===== config.mk =====
export PLATFORM = sky130hd
export DESIGN_NAME = uart_rx_packet_controller
export DESIGN_NICKNAME = d
export VERILOG_FILES = /design/src/rtl/uart_rx_packet_controller.sv
export SDC_FILE = /design/constraint.sdc
export NUM_CORES = 1
export LEC_CHECK = 0
export CAP_MARGIN = 25
export CELL_PAD_IN_SITES_DETAIL_PLACEMENT = 0
export CELL_PAD_IN_SITES_GLOBAL_PLACEMENT = 1
export CORE_AREA = 3 3 209 160
export DETAILED_ROUTE_END_ITERATION = 10
export DIE_AREA = 0 0 212 163
export GPL_TIMING_DRIVEN = 0
export PLACE_DENSITY = 0.53
export SYNTH_ARGS = -nofsm -noshare
export SYNTH_HDL_FRONTEND = slang
export SYNTH_SLANG_ARGS = --single-unit

===== constraint.sdc =====
create_clock -name clk -period 9.5 [get_ports clk]
set_input_delay 2.85 -clock clk [delete_from_list [all_inputs] [get_ports clk]]
set_output_delay 2.85 -clock clk [all_outputs]
set_load 0.05 [all_outputs]

===== src/rtl/uart_rx_packet_controller.sv =====
// Pulls bytes from the UART RX FIFO, parses SOF/LEN/payload/CHK frames, buffers the
// payload until the XOR checksum is confirmed, then streams it out on valid/ready.
module uart_rx_packet_controller #(
  parameter logic [7:0] SOF_BYTE       = 8'hA5,
  parameter int         MAX_LEN        = 16,
  parameter int         TIMEOUT_CYCLES = 100000
) (
  input  logic       clk,
  input  logic       rst,
  input  logic       fifo_empty,
  input  logic [7:0] rx_data,
  input  logic       parity_error,
  input  logic       framing_error,
  input  logic       rx_overflow_error,
  output logic       fifo_read,
  output logic [7:0] pkt_data,
  output logic       pkt_valid,
  input  logic       pkt_ready,
  output logic       pkt_last,
  output logic [7:0] pkt_len,
  output logic       frame_error,
  output logic       timeout_error,
  output logic [7:0] pkt_ok_count,
  output logic [7:0] pkt_err_count,
  output logic       busy
);

  localparam int AW = (MAX_LEN > 1) ? $clog2(MAX_LEN) : 1;
  localparam int TW = $clog2(TIMEOUT_CYCLES + 1);
  localparam logic [7:0]    MAX_LEN8 = MAX_LEN[7:0];
  localparam logic [TW-1:0] TMO_LAST = TW'(TIMEOUT_CYCLES - 1);

  typedef enum logic [2:0] {HUNT, GET_LEN, GET_PAY, GET_CHK, SEND} state_t;

  state_t        state;
  logic          pending;
  logic [7:0]    len;
  logic [7:0]    idx;
  logic [7:0]    chk;
  logic [TW-1:0] tmo;
  logic [7:0]    buf_mem [0:(1<<AW)-1];

  logic       byte_err;
  logic       fetch_state;
  logic       counting;
  logic       tmo_fire;
  logic       abort;
  logic       buf_we;
  logic [7:0] idx_inc;
  logic [7:0] len_m1;

  assign byte_err    = parity_error | framing_error | rx_overflow_error;
  assign fetch_state = (state != SEND);
  assign counting    = (state == GET_LEN) || (state == GET_PAY) || (state == GET_CHK);
  assign idx_inc     = idx + 8'd1;
  assign len_m1      = len - 8'd1;
  assign busy        = (state != HUNT);

  // A capture always takes priority over an expiring timeout in the same cycle.
  assign tmo_fire = counting && !pending && (tmo == TMO_LAST);

  assign abort = pending &&
                 (((state == GET_LEN) && (byte_err || rx_data == 8'd0 || rx_data > MAX_LEN8)) ||
                  (((state == GET_PAY) || (state == GET_CHK)) && byte_err) ||
                  ((state == GET_CHK) && (rx_data != chk)));

  assign buf_we = pending && (state == GET_PAY) && !byte_err;

  always_ff @(posedge clk) begin
    if (buf_we)
      buf_mem[idx[AW-1:0]] <= rx_data;
  end

  always_ff @(posedge clk or posedge rst) begin
    if (rst) begin
      state         <= HUNT;
      pending       <= 1'b0;
      fifo_read     <= 1'b0;
      len           <= 8'd0;
      idx           <= 8'd0;
      chk           <= 8'd0;
      tmo           <= '0;
      pkt_data      <= 8'd0;
      pkt_valid     <= 1'b0;
      pkt_last      <= 1'b0;
      pkt_len       <= 8'd0;
      frame_error   <= 1'b0;
      timeout_error <= 1'b0;
      pkt_ok_count  <= 8'd0;
      pkt_err_count <= 8'd0;
    end else begin
      frame_error   <= 1'b0;
      timeout_error <= 1'b0;
      // One read in flight at a time: strobe, then capture, then the next strobe.
      pending   <= fifo_read;
      fifo_read <= fetch_state && !fifo_empty && !fifo_read && !pending;
      if (counting)
        tmo <= tmo + TW'(1);

      if (abort || tmo_fire) begin
        frame_error   <= 1'b1;
        timeout_error <= tmo_fire;
        if (pkt_err_count != 8'hFF)
          pkt_err_count <= pkt_err_count + 8'd1;
        tmo   <= '0;
        state <= HUNT;
      end else begin
        case (state)
          HUNT: begin
            if (pending && !byte_err && rx_data == SOF_BYTE) begin
              chk   <= 8'd0;
              tmo   <= '0;
              state <= GET_LEN;
            end
          end
          GET_LEN: begin
            if (pending) begin
              len   <= rx_data;
              chk   <= rx_data;
              idx   <= 8'd0;
              tmo   <= '0;
              state <= GET_PAY;
            end
          end
          GET_PAY: begin
            if (pending) begin
              chk <= chk ^ rx_data;
              idx <= idx_inc;
              tmo <= '0;
              if (idx == len_m1)
                state <= GET_CHK;
            end
          end
          GET_CHK: begin
            if (pending) begin
              if (pkt_ok_count != 8'hFF)
                pkt_ok_count <= pkt_ok_count + 8'd1;
              idx       <= 8'd0;
              tmo       <= '0;
              pkt_data  <= buf_mem[{AW{1'b0}}];
              pkt_valid <= 1'b1;
              pkt_last  <= (len == 8'd1);
              pkt_len   <= len;
              state     <= SEND;
            end
          end
          SEND: begin
            if (pkt_valid && pkt_ready) begin
              if (pkt_last) begin
                pkt_valid <= 1'b0;
                pkt_last  <= 1'b0;
                pkt_data  <= 8'd0;
                state     <= HUNT;
              end else begin
                idx      <= idx_inc;
                pkt_data <= buf_mem[idx_inc[AW-1:0]];
                pkt_last <= (idx_inc == len_m1);
              end
            end
          end
          default: state <= HUNT;
        endcase
      end
    end
  end

endmodule

## After elaboration in Yosys (flattened, before gate mapping)

Memory sizes are Yosys's and may differ from the RTL's.
Index checks and enable logic that the tools add are counted.

| operators by class | value |
|---|---|
| $add $sub $neg | 5 |
| $lt $le $gt $ge | 1 |
| equal/unequal tests | 28 |
| multiplexer cells | 39 |
| bitwise logic cells | 4 |
| reductions and logical operators | 43 |

Operators with widths:

| kind | number |
|---|---|
| $mux W8 | 10 |
| $mux W17 | 4 |
| $pmux W8 S3 | 2 |
| $pmux W17 S2 | 1 |
| $add A8 B1 Y8 const B | 3 |
| $mux W3 | 8 |
| $add A17 B1 Y17 const B | 1 |
| $eq A17 B17 Y1 const B | 1 |
| $eq A8 B8 Y1 | 2 |
| $ne A8 B8 Y1 const B | 2 |
| $pmux W8 S2 | 1 |
| $pmux W3 S5 | 1 |
| $logic_and A1 B1 Y1 | 14 |
| $ne A2 B2 Y1 const B | 7 |
| $ne A3 B3 Y1 const B | 4 |
| $mux W1 | 10 |
| $reduce_and A5 Y1 | 2 |
| $ne A3 B2 Y1 const B | 3 |
| $reduce_bool A3 Y1 | 3 |
| $eq A8 B1 Y1 const B | 1 |
| $eq A8 B8 Y1 const B | 1 |
| $gt A8 B5 Y1 const B | 1 |
| $logic_not A8 Y1 | 1 |
| $logic_or A1 B1 Y1 | 8 |
| other kinds (21) | 29 |

| word-level totals | value |
|---|---|
| bits in registers | 82 |
| bits in writable memories | 128 |
| input bits | 15 |
| output and inout port bits | 38 |
| logic and storage cells | 136 |
| memories | 1 |

Memories:

| name | depth | bits a word | rd ports | clocked after memory_dff | write ports | line | text |
|---|---|---|---|---|---|---|---|
| buf_mem | 16 | 8 | 2 | 0 | 1 | 41 | `logic [7:0] buf_mem [0:(1<<AW)-1];` |

## Logic depth before layout (Yosys ltp)

Gate-level depths: netlist (run 1).

| logic depth | value |
|---|---|
| depth in word-level cells | 11 |
| depth in mapped cells | 10 |
| depth with buffers taken out | 8 |

## Least setup slack after synthesis (run 1)

Ideal clock, no wire load.

| timing | value |
|---|---|
| path type | input-to-reg |
| from | input rx_data[6] |
| to | memory buf_mem[9][0] (enable) |
| library setup time | 0.385 ns |
| arrival time | 5.097 ns |
| required time | 9.115 ns |
| slack | 4.018 ns |
| cell stages on the path | 6 |
| buffers on the path | 0 |
| cell sequence | or4b_1 -> o41a_1 -> a2111o_1 -> nor2_2 -> nand2_1 -> nor3b_1 |

RTL lines:

| item | line | text |
|---|---|---|
| from (decl) | 11 | `input logic [7:0] rx_data,` |
| to (decl) | 41 |  |

==> results of run 1 <==
==> path summary, 6_finish.rpt <==
kind / startpoint / end / cells past startpoint / slack [ns]
max: rx_data[1] / buf_mem[9][0] / 7 / 3.06
min: fifo_read / pending / 0 / 0.41
max reg2reg: idx[0] / pkt_data[6] / 9 / 5.88
min reg2reg: fifo_read / pending / 0 / 0.41
max in group asynchronous: rst / pkt_data[1] / 3 / 6.15
min in group asynchronous: rst / pkt_err_count[6] / 2 / 2.75
==> registers in the layout, summed over array words and instances, names as in the netlist, 3 cells and up <==
signal / cells
buf_mem: 128
chk: 8
idx: 8
len: 8
pkt_data: 8
pkt_err_count: 8
pkt_len: 8
pkt_ok_count: 8
state: 3
tmo: 17
==> metal layers <==
layer	share of wire, %	vias up
met1	52	2995
met5	0	-
met4	1.4	0
li1	-	2658
met2	42	106
met3	4.6	26
==> per-stage QoR <==
| stage | total power [uW] | std cells | hold slack (ns) | instance area (sq um) |
|---|---|---|---|---|
| floorplan | 1768 | 656 | 0.4710 | 9392 |
| global placement | 2058 | 1114 | 0.4053 | 10420 |
| detailed placement | 2091 | 1119 | 0.4111 | 10500 |
| CTS | 2960 | 1159 | 0.4160 | 11220 |
| global route | 3082 | 1161 | 0.4398 | 11250 |
| finish | 2921 | 1161 | 0.4101 | 11250 |
==> cell type report <==
| type | count | area [sq um] |
|---|---|---|
| Fill cell | 2965 | 20070 |
| Sequential cell | 210 | 5896 |
| Multi-Input combinational cell | 405 | 3344 |
| Clock buffer | 32 | 659.4 |
| Timing Repair Buffer | 59 | 608.1 |
| Tap cell | 406 | 508.0 |
| Buffer | 29 | 126.4 |
| Clock inverter | 8 | 65.06 |
| Inverter | 12 | 47.55 |
==> kinds of logic after synthesis <==
group | after synthesis | share of synthesized area (%)
multiplexers | 56 | 11.50
adder cells (fa/ha/maj) | 10 | 1.306
XOR/XNOR | 56 | 5.222
AND/OR/NAND/NOR | 203 | 11.95
buffers and inverters | 41 | 1.825
flip-flops | 210 | 62.78
AO/OA/AOI/OAI | 80 | 5.423
==> cells in the final DEF, fill, tap and decap left out, types with 3 or more instances in the layout <==
master,Yosys,routed
and4_1,5,5
nand3_1,14,14
mux4_2,40,40
or3_1,5,5
a31oi_1,4,4
nand4b_1,3,3
dfrtp_1,82,82
xor2_1,19,19
clkdlybuf4s50_1,0,52
buf_4,0,4
nor2_1,63,63
xnor2_1,37,37
clkbuf_1,18,22
nand2_1,33,33
nor4_1,5,5
nor3b_1,8,5
o31ai_1,4,4
edfxtp_1,128,128
nor3b_2,1,4
a21oi_1,14,14
and2_1,5,5
clkbuf_16,0,23
clkinv_1,0,3
mux2_2,15,15
nand4_1,10,10
clkbuf_8,0,5
o21ai_0,33,33
and3_1,14,14
nor3_1,10,9
ha_1,9,9
clkinv_2,0,3
inv_1,11,10
buf_2,8,8
a22oi_1,9,9
nor2b_1,5,5
nand2b_1,7,7
==> report_power, final <==
part	internal, uW	switching [uW]	total (uW)	leakage (uW)
Combinational	404	564	968	0.00144
Sequential	1030	62.9	1100	0.00225
Clock	509	346	855	0.000359
Total	1950	973	2920	0.00405
==> out/metrics.cfg, run 1 <==
[flow_run]
maxCapViolCount = 0

[routing]
firstDrtPassIters = 5
dr_total_vias = 5785
vias_per_cell = 4.983
final_antenna_net_count = 0
drtIter0Drc = 439
drc = 0
routed_wl_mm = 23.75
wire_per_inst_um = 20.46

[clock_network]
h-tree-depth = 1
clkSinkCount = 210
ctsHoldBuffers = 0
clk_path_buf_depth = 3
clk_pin_slew_worst_paths_ns = 0.06
cts-root-buf = clkbuf_16
post_cts_buffers = 0
clock_latency_ns = 0.51
cts_resized = 0
cts_buffers = 23
cts_tree = built

[floorplan]
fp.dieW_um = 212
die_y_um = 163
start_util_pct = 29.99
dieArea_sq_mm = 0.03456
pin_count = 53
placement_rows = 56
core_region_area_sq_mm = 0.03132

[global_route]
grt.met1_usage_pct = 22.12
antenna_found_initial = 1
grt_max_degree = 46
grt_busiest_layer = met1
use_met2_pct = 20.15
grt_pass1_wl_mm = 36.72
track_usage_pct = 14.03
grt-ovfl-total = 0
gr-usage-met3_pct = 2.734
grt_pass1_vias = 5903

[placement]
portBuffers = 52
dpl_worst_slack_ns = 2.550
gp_congestion = 0.7771
hpwl_mm = 16.50

[timing]
tightest_slew_ns = 0.9492
fin_crit_sh_pct = 67.76
final_max_slew_viol_count = 0
setup-tns-final_ns = 0
relSlewSlack_pct = 36.52
setup_violations = 0
max_freq_mhz = 155.3
fin_ws_ns = 3.062
hold_violations = 0
rsz0062_at_grt = no
skew_ns = 0.007926
final.min_clock_period_ns = 6.438

[yosys]
avgSynthCellArea_sq_um = 14.32
synth_area_sq_mm = 0.009392
synthArstFlopShare_pct = 39.05
yosys.area.top_type = edfxtp_1
synth-seq-cells = 210
ys_warn_count = 0
synth_edf_count = 128
synth_area_leaders = edfxtp_1, dfrtp_1, mux4_2
syn_nets = 680
synthTopCellsByCount = edfxtp_1, dfrtp_1, nor2_1
synth_top_area_share_pct = 40.93
synth_most_common_cell = edfxtp_1
synth_ff_type = edfxtp_1
syn_inst = 656
seq_area_frac_synth_pct = 62.78
ys_types = 60

[run_status]
outcome = finished, final reports clean

[layout]
area_growth_pct = 19.84
drive_above_1_share_pct = 16.16
final_nets = 764
antenna_cells = 0
finalCoreUtilization_pct = 35.93

[setup_path]
worst-path-buf-inv = 1
critical_path_required_ns = 9.63
path_delay_family = simple AND/OR/NAND/NOR gates
cpMaxStageDelayCell = clkdlybuf4s50_1
cpPeakStageDelay_ns = 0.90
worst_ep_arrival_time_ns = 6.56
cp_max_fo = 22
end_kind = flop
path_class = in2reg
cp-start-kind = primary input
crit_chain = clkdlybuf4s50_1 > or4b_1 > o41a_1 > a2111o_1 > nor2_2 > nand2_1 > nor3b_2

[power]
peakVddDrop_mv = 0.09936
power_density_mw_per_mm2 = 259.5
p_leak_uw = 0.004053

[worst_hold_path]
hold_path_class = reg2reg

Power figures use the tool's default switching activity.
==> inputs of run 2 (changes only) <==
clock period = 6.6 ns   (was 9.5 ns; I/O delays follow)
==> results of run 2 <==
The final DEF is identical to that of run 1. Status: finished, final reports clean.
Main changes from that run: setup slack after placement 2.550 ns -> 0.5202 ns; setup slack after layout 3.062 ns -> 1.032 ns; register-to-register setup slack 5.88 ns -> 2.98 ns; total power 2921 uW -> 4205 uW; worst IR drop on VDD 0.09936 mV -> 0.1430 mV
